$ cat src/rtl/ex_stage_controller.sv
// rtl/ex_stage_controller.sv - EX-stage decoder with registered ALU/MUL/result-mux control.
// Define EXC_MEXT_EN to decode the M extension (MUL/DIV/REM).
module ex_stage_controller #(
    parameter int ifuresctl_N = 2
) (
    input  logic                           clk,
    input  logic                           rst_n,
    input  logic [6:0]                     opcode,
    input  logic [2:0]                     func3,
    input  logic [1:0]                     func7b50,
    output logic [3:0]                     aluctl,
    output logic [1:0]                     mulctl,
    output logic [$clog2(ifuresctl_N)-1:0] ifuresctl,
    output logic                           illegal
);

    localparam int IW = $clog2(ifuresctl_N);

    localparam logic [6:0] OPC_OP     = 7'b0110011;
    localparam logic [6:0] OPC_OPIMM  = 7'b0010011;
    localparam logic [6:0] OPC_LOAD   = 7'b0000011;
    localparam logic [6:0] OPC_STORE  = 7'b0100011;
    localparam logic [6:0] OPC_AUIPC  = 7'b0010111;
    localparam logic [6:0] OPC_JAL    = 7'b1101111;
    localparam logic [6:0] OPC_JALR   = 7'b1100111;
    localparam logic [6:0] OPC_LUI    = 7'b0110111;
    localparam logic [6:0] OPC_BRANCH = 7'b1100011;

    localparam logic [3:0] ALU_ADD   = 4'h0;
    localparam logic [3:0] ALU_SUB   = 4'h1;
    localparam logic [3:0] ALU_SLL   = 4'h2;
    localparam logic [3:0] ALU_SLT   = 4'h3;
    localparam logic [3:0] ALU_SLTU  = 4'h4;
    localparam logic [3:0] ALU_XOR   = 4'h5;
    localparam logic [3:0] ALU_SRL   = 4'h6;
    localparam logic [3:0] ALU_SRA   = 4'h7;
    localparam logic [3:0] ALU_OR    = 4'h8;
    localparam logic [3:0] ALU_AND   = 4'h9;
    localparam logic [3:0] ALU_PASSB = 4'hA;

    // Base integer func3 map shared by OP (func7=0) and OP-IMM.
    function automatic logic [3:0] base_alu(input logic [2:0] f3);
        case (f3)
            3'b000:  base_alu = ALU_ADD;
            3'b001:  base_alu = ALU_SLL;
            3'b010:  base_alu = ALU_SLT;
            3'b011:  base_alu = ALU_SLTU;
            3'b100:  base_alu = ALU_XOR;
            3'b101:  base_alu = ALU_SRL;
            3'b110:  base_alu = ALU_OR;
            default: base_alu = ALU_AND;
        endcase
    endfunction

    logic [3:0]    w_aluctl;
    logic [1:0]    w_mulctl;
    logic [IW-1:0] w_ifuresctl;
    logic          w_illegal;

    always_comb begin
        w_aluctl    = ALU_ADD;
        w_mulctl    = 2'b00;
        w_ifuresctl = '0;
        w_illegal   = 1'b0;
        case (opcode)
            OPC_OP: begin
                case (func7b50)
                    2'b00: w_aluctl = base_alu(func3);
                    2'b10: begin
                        if (func3 == 3'b000)      w_aluctl = ALU_SUB;
                        else if (func3 == 3'b101) w_aluctl = ALU_SRA;
                        else                      w_illegal = 1'b1;
                    end
`ifdef EXC_MEXT_EN
                    2'b01: begin
                        w_mulctl = func3[1:0];
                        if (!func3[2])             w_ifuresctl = IW'(1);
                        else if (ifuresctl_N >= 3) w_ifuresctl = IW'(2);
                        else                       w_illegal = 1'b1;
                    end
`else
                    2'b01: w_illegal = 1'b1;
`endif
                    default: w_illegal = 1'b1;
                endcase
            end
            OPC_OPIMM: begin
                case (func3)
                    3'b001: begin
                        if (func7b50 == 2'b00) w_aluctl = ALU_SLL;
                        else                   w_illegal = 1'b1;
                    end
                    3'b101: begin
                        if (func7b50 == 2'b00)      w_aluctl = ALU_SRL;
                        else if (func7b50 == 2'b10) w_aluctl = ALU_SRA;
                        else                        w_illegal = 1'b1;
                    end
                    default: w_aluctl = base_alu(func3);
                endcase
            end
            OPC_LOAD, OPC_STORE, OPC_AUIPC, OPC_JAL, OPC_JALR: w_aluctl = ALU_ADD;
            OPC_LUI: w_aluctl = ALU_PASSB;
            OPC_BRANCH: begin
                case (func3)
                    3'b000, 3'b001: w_aluctl = ALU_SUB;
                    3'b100, 3'b101: w_aluctl = ALU_SLT;
                    3'b110, 3'b111: w_aluctl = ALU_SLTU;
                    default:        w_illegal = 1'b1;
                endcase
            end
            default: w_illegal = 1'b1;
        endcase
        // Illegal encodings always present safe, inert controls downstream.
        if (w_illegal) begin
            w_aluctl    = ALU_ADD;
            w_mulctl    = 2'b00;
            w_ifuresctl = '0;
        end
    end

    logic [3:0]    r_aluctl;
    logic [1:0]    r_mulctl;
    logic [IW-1:0] r_ifuresctl;
    logic          r_illegal;

    always_ff @(posedge clk or negedge rst_n) begin
        if (!rst_n) begin
            r_aluctl    <= 4'h0;
            r_mulctl    <= 2'b00;
            r_ifuresctl <= '0;
            r_illegal   <= 1'b0;
        end else begin
            r_aluctl    <= w_aluctl;
            r_mulctl    <= w_mulctl;
            r_ifuresctl <= w_ifuresctl;
            r_illegal   <= w_illegal;
        end
    end

    assign aluctl    = r_aluctl;
    assign mulctl    = r_mulctl;
    assign ifuresctl = r_ifuresctl;
    assign illegal   = r_illegal;

endmodule

$ cat config.mk
export PLATFORM = sky130hd
export DESIGN_NAME = ex_stage_controller
export DESIGN_NICKNAME = d
export VERILOG_FILES = /design/src/rtl/ex_stage_controller.sv
export SDC_FILE = /design/constraint.sdc
export NUM_CORES = 1
export LEC_CHECK = 0
export CORE_MARGIN = 2
export CORE_UTILIZATION = 41
export CTS_CLUSTER_SIZE = 8
export DETAILED_ROUTE_END_ITERATION = 8
export PLACE_DENSITY = 0.8
export REMOVE_ABC_BUFFERS = 1
export SYNTH_ARGS = -nofsm -noshare
export SYNTH_HDL_FRONTEND = slang
export SYNTH_SLANG_ARGS = --single-unit
export TNS_END_PERCENT = 100
$ cat constraint.sdc
create_clock -name clk -period 0.8 [get_ports clk]
set_clock_uncertainty 0.1 [all_clocks]
set_input_delay 0.16 -clock clk [delete_from_list [all_inputs] [get_ports clk]]
set_output_delay 0.16 -clock clk [all_outputs]
set_load 0.005 [all_outputs]
==> flow_summary_export.csv <==
group,metric,value,unit
finish,layout_common_cells,"14 x buf_4, 9 x buf_2, 7 x buf_6, 5 x dfrtp_1",
floorplan,start_util,42.6,%
grt,track_usage,22.8,%
setup_path,crit_buf_inv,1,
power_and_ir_drop,ir_drop,0.437,mV
finish,final_common_cell,"buf_4",
logic_synthesis,ys_ff_latch,5,
clocking,clk_path_buf_depth,2,
routing,wirelength,1640,um
finish,layout-area-overhead-vs-synth,73.4,%
routing,drt-initial-drc-count,13,
sta,hold_viol,0,
logic_synthesis,yosys-top-cells-area,"dfrtp_1 23%, nand4bb_4 5.1%, nor2b_1 4.6%, o21ai_0 4.6%, buf_4 4.2%",
finish,fin_cells,117,
routing,wl_per_cell,14.0,um
grt,grt_max_degree,8,
logic_synthesis,synth_edf_count,0,
place,numPortBuffers,18,
setup_path,max_stage_delay,370,ps
grt,grt_pass1_vias,585,
logic_synthesis,synthArstFlopShare,100,%
setup_path,cp.required,540,ps
clocking,htree_levels,1,
place,place_hpwl,1100,um
routing,drtAntennaViolNets,0,
logic_synthesis,avgSynthCellArea,8.07,um2
floorplan,die_h,40.3,um
floorplan,dieArea,1620,um2
sta,fmaxAchievable,1000,MHz
sta,setup_slack,-199,ps
sta,fin_crit,999,ps
finish,fillers,85,
floorplan,ios,22,
logic_synthesis,synth_area,541,um2
setup_path,cp_slowest_cell,"dfrtp_1",
sta,finalMaxSlewViolations,0,
grt,overflow,0,
sta,finalCritPeriodShare,125,%
floorplan,num_rows,13,
place,routabilityCongestion,0.834,
job,maxCapViolations,0,
routing,dr.pass1.iters,4,
logic_synthesis,ys_types,33,
finish,n_antenna_cell,0,
logic_synthesis,synth_top_area_share,23.1,%
routing,post-route-drc-count,0,
logic_synthesis,synth_area_leader_cell,"dfrtp_1",
sta,finalSetupViolations,10,
logic_synthesis,ys_warn_count,0,
finish,final_cell_area,937,um2
logic_synthesis,synth_seq_area_share,23.1,%
setup_path,crit_path_max_fanout,1,
setup_path,end_kind,"output pin",
clocking,cts_tree,"built",
setup_path,worst-setup-path-type,"flop to output pin",
place,place_area,826,um2
power_and_ir_drop,leakage,0.455,nW
clocking,clockRootBuffer,"clkbuf_4",
power_and_ir_drop,powerDensity,968,nW/um2
clocking,numCtsBuffers,3,
routing,num_vias,639,
hold_path,hold_path.class,"input pin to async pin",
finish,fin_nets,117,
grt,antenna_found_initial,0,
floorplan,core_area,1270,um2
logic_synthesis,netlist_instances,67,
finish,drive_gt1_share,54.9,%
clocking,cts.clk_slew.worst_paths,50,ps
clocking,cts_sinks,5,
setup_path,path_cells,"buf_2",
setup_path,crit_family,"flip-flops",
grt,grt_pass1_wl,2480,um
outcome,violations,"negative setup slack",
sta,rsz0062_at_grt,"true",
setup_path,worstSetupStartpointType,"flop",
setup_path,path_depth,1,
outcome,status,"finished with violations",
finish,seq_area,125,um2
floorplan,die_x,40.3,um
finish,multi_input_area,459,um2
setup_path,cp_data_arrival_time,740,ps
setup_path,startpoint,"aluctl[2]",
routing,via_per_inst,5.46,
logic_synthesis,synthFlopType,"dfrtp_1",
place,placed_cells,112,
## power by group
part	internal, W	switching, W	total [W]
clock	0.000189	0.000108	0.000297
sequential	0.000257	0.000000650	0.000257
combinational	0.000194	0.000158	0.000352
total	0.000640	0.000267	0.000907
## flip-flops by register name (all words and copies together) (netlist names)
signal / flops
aluctl: 4
illegal: 1
## worst max-delay path by stage
stage	end	slack, ps
after floorplan	illegal	-240
after global routing	aluctl[2]	-220
after CTS	aluctl[2]	-200
after global placement	illegal	-870
final	aluctl[2]	-200
after detailed placement	illegal	-890
## metrics by stage
stage | hold WS [ps] | total power [W] | setup slack [ps] | TNS [ps] | utilization [%]
finish | 39.6 | 0.000907 | -199 | -1320 | 73.9
global route | 39.0 | 0.000968 | -219 | -1580 | 73.9
global placement | 289 | 0.000540 | -867 | -5060 | 65.1
floorplan | -236 | 0.000352 | -241 | -780 | -
CTS | 37.9 | 0.000887 | -196 | -1270 | 72.1
detailed placement | 295 | 0.000545 | -886 | -5280 | 65.1
## cells by family (layout without fill, tap and decap cells)
family                    count (synthesis)  after routing  share of synthesized area (%)
and+or+nand+nor                          32             32                           41.2
AOI/OAI and AO/OA                        17             17                           20.6
buffers and inverters                    10             43                           11.1
DFF                                       5              5                           23.1
xor gates and xnor gates                  2              2                           3.24
other                                     1              3                          0.694
## metal layers
layer / GRT usage [%] / vias up / wire length, um
met2: 44.0 / 30 / 860
met3: 2.78 / 2 / 97
met1: 23.4 / 298 / 663
li1: - / 309 / -
met5: 0 / - / 0
met4: 12.5 / 0 / 15
## layout make-up
class,count,share of cell area [%]
multi-input cells,54,49.0
repair buffers,36,31.6
flip-flops and latches,5,13.4
clock buffers,4,2.80
well taps,15,2.00
inverters,3,1.20
## synthesized netlist by cell type (3+ instances only)
cell and n:
dfrtp_1 5, o21ai_0 5, nand2_1 4, nor2_1 4, nor2b_1 4, buf_2 3, buf_4 3, inv_1 3
nand2b_1 3, nand3_1 3
## timing repair
action | CTS | global route
pin swaps | 15 | 10
hold buffers | 0 | 0
gates cloned | 0 | 0
gates resized for setup | 103 | 6
buffers inserted | 2 | 0
endpoints found under the setup margin | 10 | 10
Power figures use the tool's default switching activity.
